`src/rtl/instr_fetch_unit.sv`:
```
// Instruction fetch front end: reads opcode (+ optional immediate) bytes from a
// registered-read instruction memory and issues them downstream via valid/ready.
module instr_fetch_unit #(
  parameter int                  ADDR_W   = 8,
  parameter logic [ADDR_W-1:0]   RESET_PC = '0,
  parameter logic [3:0]          OP_LOAD  = 4'b1001,
  parameter logic [3:0]          OP_STORE = 4'b1101,
  parameter logic [3:0]          OP_HLT   = 4'b1111
) (
  input  logic              clk,
  input  logic              rst_n,
  output logic [ADDR_W-1:0] imem_addr,
  input  logic [7:0]        imem_rdata,
  output logic [7:0]        instr,
  output logic [7:0]        imm,
  output logic [ADDR_W-1:0] instr_pc,
  output logic              instr_valid,
  input  logic              instr_ready,
  input  logic              pc_load,
  input  logic [ADDR_W-1:0] pc_load_val,
  output logic              halted
);

  typedef enum logic [2:0] {
    F_ADDR1,
    F_DATA1,
    F_ADDR2,
    F_DATA2,
    F_ISSUE,
    F_HALT
  } state_t;

  localparam logic [ADDR_W-1:0] PC_ONE = 1;

  state_t            state_reg, state_next;
  logic [ADDR_W-1:0] pc_reg, pc_next;
  logic [7:0]        instr_reg, instr_next;
  logic [7:0]        imm_reg, imm_next;
  logic [ADDR_W-1:0] instr_pc_reg, instr_pc_next;
  logic              instr_valid_reg, instr_valid_next;
  logic              halted_reg, halted_next;

  always_ff @(posedge clk or negedge rst_n) begin
    if (!rst_n) begin
      state_reg       <= F_ADDR1;
      pc_reg          <= RESET_PC;
      instr_reg       <= 8'h00;
      imm_reg         <= 8'h00;
      instr_pc_reg    <= '0;
      instr_valid_reg <= 1'b0;
      halted_reg      <= 1'b0;
    end else begin
      state_reg       <= state_next;
      pc_reg          <= pc_next;
      instr_reg       <= instr_next;
      imm_reg         <= imm_next;
      instr_pc_reg    <= instr_pc_next;
      instr_valid_reg <= instr_valid_next;
      halted_reg      <= halted_next;
    end
  end

  always_comb begin
    state_next       = state_reg;
    pc_next          = pc_reg;
    instr_next       = instr_reg;
    imm_next         = imm_reg;
    instr_pc_next    = instr_pc_reg;
    instr_valid_next = instr_valid_reg;
    halted_next      = halted_reg;
    case (state_reg)
      F_ADDR1: state_next = F_DATA1;
      F_DATA1: begin
        instr_next    = imem_rdata;
        instr_pc_next = pc_reg;
        imm_next      = 8'h00;
        pc_next       = pc_reg + PC_ONE;
        if (imem_rdata[7:4] == OP_HLT) begin
          state_next  = F_HALT;
          halted_next = 1'b1;
        end else if (imem_rdata[7:4] == OP_LOAD || imem_rdata[7:4] == OP_STORE) begin
          state_next = F_ADDR2;
        end else begin
          state_next = F_ISSUE;
        end
      end
      F_ADDR2: state_next = F_DATA2;
      F_DATA2: begin
        imm_next   = imem_rdata;
        pc_next    = pc_reg + PC_ONE;
        state_next = F_ISSUE;
      end
      F_ISSUE: begin
        // First cycle in ISSUE arms the valid register; handshake runs after that.
        if (!instr_valid_reg) begin
          instr_valid_next = 1'b1;
        end else if (instr_ready) begin
          instr_valid_next = 1'b0;
          state_next       = F_ADDR1;
          if (pc_load) pc_next = pc_load_val;
        end
      end
      F_HALT: begin
        instr_valid_next = 1'b0;
        halted_next      = 1'b1;
      end
      default: state_next = F_ADDR1;
    endcase
  end

  assign imem_addr   = pc_reg;
  assign instr       = instr_reg;
  assign imm         = imm_reg;
  assign instr_pc    = instr_pc_reg;
  assign instr_valid = instr_valid_reg;
  assign halted      = halted_reg;

endmodule

```
`config.mk`:
```
export PLATFORM = sky130hd
export DESIGN_NAME = instr_fetch_unit
export DESIGN_NICKNAME = d
export VERILOG_FILES = /design/src/rtl/instr_fetch_unit.sv
export SDC_FILE = /design/constraint.sdc
export NUM_CORES = 1
export LEC_CHECK = 0
export BUFFER_PORTS_ARGS = -buffer_cell sky130_fd_sc_hd__buf_2
export CAP_MARGIN = 20
export CORE_UTILIZATION = 30
export DETAILED_ROUTE_END_ITERATION = 8
export PLACE_DENSITY_LB_ADDON = 0.15
export SYNTH_ARGS = -nofsm -noshare
export SYNTH_HDL_FRONTEND = slang
export SYNTH_SLANG_ARGS = --single-unit
```
`constraint.sdc`:
```
create_clock -name clk -period 1.4 [get_ports clk]
set_input_delay 0.28 -clock clk [delete_from_list [all_inputs] [get_ports clk]]
set_output_delay 0.28 -clock clk [all_outputs]
set_load 0.03 [all_outputs]
```
; ---- Word-level counts from Yosys, hierarchy flattened
; Cells that the tools add are included.
[word_totals]
ff_bits = 37
wordCells = 46
[classes]
add_sub_neg = 1
n_eq_ne = 12
n_mux = 15
bitwise = 1
n_reduce_logical = 10
[op_table]
columns = op, n
row1 = one-hot mux 8 bit (2 select lines), 2
row2 = two-way mux 8 bit, 3
row3 = one-hot mux 3 bit (6 select lines), 1
row4 = "equality test 4 bit, second input constant", 3
row5 = two-way mux 3 bit, 4
row6 = "adder 8 x 1 -> 8 bit, second input constant", 1
row7 = "inequality test 2 bit, second input constant", 4
row8 = nonzero test 2 bit, 4
row9 = "equality test 3 x 2 -> 1 bit, second input constant", 2
row10 = "equality test 3 bit, second input constant", 2
row11 = one-hot mux 1 bit (2 select lines), 2
row12 = AND reduction 4 bit, 1
row13 = "equality test 3 x 1 -> 1 bit, second input constant", 1
row14 = logical NOT 3 bit, 1
row15 = two-way mux 1 bit, 3
row16 = AND reduction 3 bit, 1
row17 = AND reduction 2 bit, 1
row18 = OR reduction 2 bit, 1
row19 = logical OR 1 bit, 1
row20 = inverter 1 bit, 1

; ---- Logic depth before layout (Yosys ltp)
[depth]
word_depth = 5
depth_mapped = 6

; ---- Worst setup path after synthesis
; No wires, ideal clock.
[synth_path]
path_type = register to register
startpoint = register state_reg[2]
endpoint = register instr_reg[0], in the netlist instr[0]
setup_time_ps = 125
t_arrival_ps = 1315
required_ps = 1275
path_slack_ps = -39
path_stages_with_launch = 5
n_path_buf = 2
period_less_slack_ps = 1439
cell_sequence = dfrtp_1 buf_6 nor3b_4 buf_6 mux2_2
[synth_via]
elab_chain_cells = 1
[synth_lines]
columns = element, line
row1 = start: declaration, 35  ; state_t state_reg, state_next;
row2 = start signal: assignment, 53  ; state_reg <= state_next;
row3 = equality test 3 x 1 -> 1 bit, 71  ; case (state_reg)
row4 = end signal: assignment, 55  ; instr_reg <= instr_next;
row5 = end: declaration, 37  ; logic [7:0] instr_reg, instr_next;
; No other way between the ends.
; A chain may end at the register's enable or synchronous reset.

; ---- Worst setup path in the final report
[layout_path]
startpoint = register state_reg[1]
endpoint = register instr_reg[4], in the netlist instr[4]
; Same word-level chain as after synthesis.

==> reports/summary.log <==
[run_status] run status finished clean
[run] max-capacitance violation count 0
[die] number of top-level pins 54
[logic_synthesis] most area-hungry cell type in the Yosys netlist sky130_fd_sc_hd__dfrtp_1
[detailed_routing] vias 1359
[die] overall die height 77.4 um
[place] number of placed instances, taps included 283
[logic_synthesis] Most used DFF post-synth sky130_fd_sc_hd__dfrtp_1
[cts] CTS HTree Levels 2
[worst_setup_path] crit path launch type flip-flop
[worst_setup_path] maximum net fanout on the critical path 6
[timing] Final Hold Viols 0
[global_route] via count of the first global-routing pass 1336
[timing] timing-limited maximum frequency 739 MHz
[cts] TritonCTS Sinks 37
[finish] Net count, final 241
[logic_synthesis] flop and latch count out of synthesis 37
[cts] total clock buffers created by CTS 5
[logic_synthesis] main area contributors after synthesis sky130_fd_sc_hd__dfrtp_1 (54%), sky130_fd_sc_hd__mux2_2 (7.3%), sky130_fd_sc_hd__nand2_1 (5.3%)
[logic_synthesis] Synth Warn # 0
[detailed_routing] DRC violations left 0
[logic_synthesis] area share of the largest cell type after synthesis 0.543
[logic_synthesis] post-synthesis average cell area 11.3 um2
[detailed_routing] per-cell routed wire length 13.3 um
[logic_synthesis] top cells by count, synth sky130_fd_sc_hd__dfrtp_1 (37), sky130_fd_sc_hd__nand2_1 (24), sky130_fd_sc_hd__o21ai_0 (12)
[timing] worst hold margin 234 ps
[logic_synthesis] sequential area share after synthesis 0.543
[finish] P&R area growth vs syn 32.6%
[cts] Worst-path clk slew 70 ps
[cts] clock tree root buffer cell sky130_fd_sc_hd__clkbuf_8
[die] total die area 0.00599 mm2
[worst_setup_path] WP data required 1570 ps
[die] starting density of the core 0.309
[detailed_routing] first-pass iteration count of the detailed router 4
[hold_path] worst hold stages 2
[finish] core utilization of the finished layout 0.410
[detailed_routing] initial detailed-routing violation count 42
[power_and_ir_drop] Pleak 0.00106 uW
[logic_synthesis] unique cell type count in the Yosys netlist 35
[logic_synthesis] net count of the mapped netlist 172
[die] FP Rows 27
[hold_path] class of the tightest hold or removal check in -> reg
[power_and_ir_drop] Worst IR Drop VDD 1070 uV
[detailed_routing] DRT Wirelength 3900 um
[place] Final HPWL DP 2810 um
[power_and_ir_drop] power density over cell area 2540 mW/mm2
[timing] Pins Over Slew Limit 0
[global_route] first-pass GRT wire length 6590 um
[global_route] initial antenna violation count 0
[detailed_routing] number of nets still failing antenna checks after routing 0
[place] RD Place Congestion 0.818
[cts] maximum root-to-sink buffer count 2
[finish] Fillers 559
[die] Placeable Area 0.00551 mm2
[detailed_routing] number of vias per cell after detailed routing 4.64
[logic_synthesis] instance count of the mapped netlist 151
[logic_synthesis] Post-synth EDFFs 0
[finish] # diodes 0
[timing] final cycle utilization of the critical path 0.967
[logic_synthesis] post-synth design cell area 0.00170 mm2
[timing] Finish-stage setup viols 0
[timing] Final Skew 8.54 ps
[place] port bufs 53
[global_route] Tot GR Track Use 0.143
[finish] layout cells sized above 1 0.480
[die] Die X-Extent 77.4 um
[worst_setup_path] element type at the critical path end flip-flop
[finish] count of placed standard cells in the final layout, fillers left out 293
[global_route] overall overflow remaining after global route 0
[timing] headroom to the max-slew limit 0.803
[global_route] largest net degree at the start of global routing 38
[cts] clock latency at the later pin of the worst-skew pair 290 ps
[worst_setup_path] Reg2Reg Depth 3
[logic_synthesis] post-synthesis async set-or-reset flop share 1.00
[worst_setup_path] worst setup path category reg -> reg
[timing] actual transition at the worst max-transition pin 295 ps
[timing] Tmin final 1350 ps
[logic_synthesis] cell with the most instances after synthesis sky130_fd_sc_hd__dfrtp_1
[worst_setup_path] Worst EP arrival 1520 ps
[timing] RSZ-0062 raised after global routing yes
[cts] CTS tree built
## metrics by stage
step	area (um2)	total power (uW)	setup slack [ps]	setup TNS [ps]
6_report	2260	5750	46.4	0
3_3_place_gp	2130	4950	35.9	0
3_5_place_dp	2130	4960	20.5	0
2_1_floorplan	1710	4040	-23.4	-167
5_1_grt	2260	6170	-28.0	-191
4_1_cts	2220	5710	18.7	0
## layer usage
metal,vias up,GRT usage,share of wire
met4,0,0.0509,0.014
met2,40,0.231,0.46
met3,5,0.0376,0.048
li1,678,-,-
met1,636,0.184,0.48
met5,-,0,0
## where the power goes
group	leakage, uW	total, uW	internal, uW	switching, uW
combinational	0.000570	3120	1260	1860
sequential	0.000444	1900	1540	362
clock	0.0000450	729	345	384
total	0.00106	5750	3140	2610
## cells in the final DEF (no fill, tap or decap), types with 2 or more instances in the layout
cell type                  count
sky130_fd_sc_hd__buf_2        53
sky130_fd_sc_hd__dfrtp_1      31
sky130_fd_sc_hd__nand2_1      24
sky130_fd_sc_hd__buf_4        15
sky130_fd_sc_hd__mux2_2       11
sky130_fd_sc_hd__a21oi_1       9
sky130_fd_sc_hd__o21ai_0       9
sky130_fd_sc_hd__nor2_1        7
sky130_fd_sc_hd__mux2_1        6
sky130_fd_sc_hd__nand3_1       6
sky130_fd_sc_hd__dfrtp_2       6
sky130_fd_sc_hd__o21ai_1       5
sky130_fd_sc_hd__clkbuf_8      5
sky130_fd_sc_hd__nand2b_1      3
sky130_fd_sc_hd__a31oi_1       3
sky130_fd_sc_hd__nand4_1       2
sky130_fd_sc_hd__a21oi_2       2
sky130_fd_sc_hd__clkinv_2      2
## timing repair
item,CTS,global route
setup buffers,0,1
resized for setup,0,11
setup endpoints to repair,0,25
hold buffers,1,0
hold endpoints to repair,37,0
## critical path, cell delays in order (launching register included)
cell and delay, ps:
sky130_fd_sc_hd__dfrtp_2 470, sky130_fd_sc_hd__nor3b_4 240, sky130_fd_sc_hd__buf_4 190, sky130_fd_sc_hd__mux2_1 330
## final timing paths
kind | endpoint | start | slack, ps
worst max-delay path | instr[4]$_DFFE_PN0N_ | state_reg[1]$_DFFE_PN0P_ | 50
min in group asynchronous | instr[1]$_DFFE_PN0N_ | rst_n | 490
worst min register to register | imm[2]$_DFFE_PN0P_ | imm[2]$_DFFE_PN0P_ | 470
max in group asynchronous | state_reg[0]$_DFFE_PN0P_ | rst_n | 700
worst max register to register | instr[4]$_DFFE_PN0N_ | state_reg[1]$_DFFE_PN0P_ | 50
worst min-delay path | instr[3]$_DFFE_PN0N_ | imem_rdata[3] | 230
## logic make-up (layout without fill, tap and decap cells)
kind of cell             after synthesis  after routing  synth area share
AND/OR/NAND/NOR                       53             53             0.167
buffers and inverters                  8             78            0.0367
flip-flops                            37             37             0.543
multiplexers                          18             18             0.118
adder cells (fa/ha/maj)                1              1           0.00734
AO/OA/AOI/OAI                         34             34             0.127
## layout make-up
| class | count | area, um2 | share of cell area |
|---|---|---|---|
| clock buffers | 6 | 72.6 | 0.0321 |
| multi-input cells | 106 | 746 | 0.330 |
| repair buffers | 70 | 408 | 0.181 |
| clock inverters | 2 | 10.0 | 0.00443 |
| flip-flops and latches | 37 | 933 | 0.413 |
| well taps | 72 | 90.1 | 0.0399 |
(Power assumes the default switching activity.)
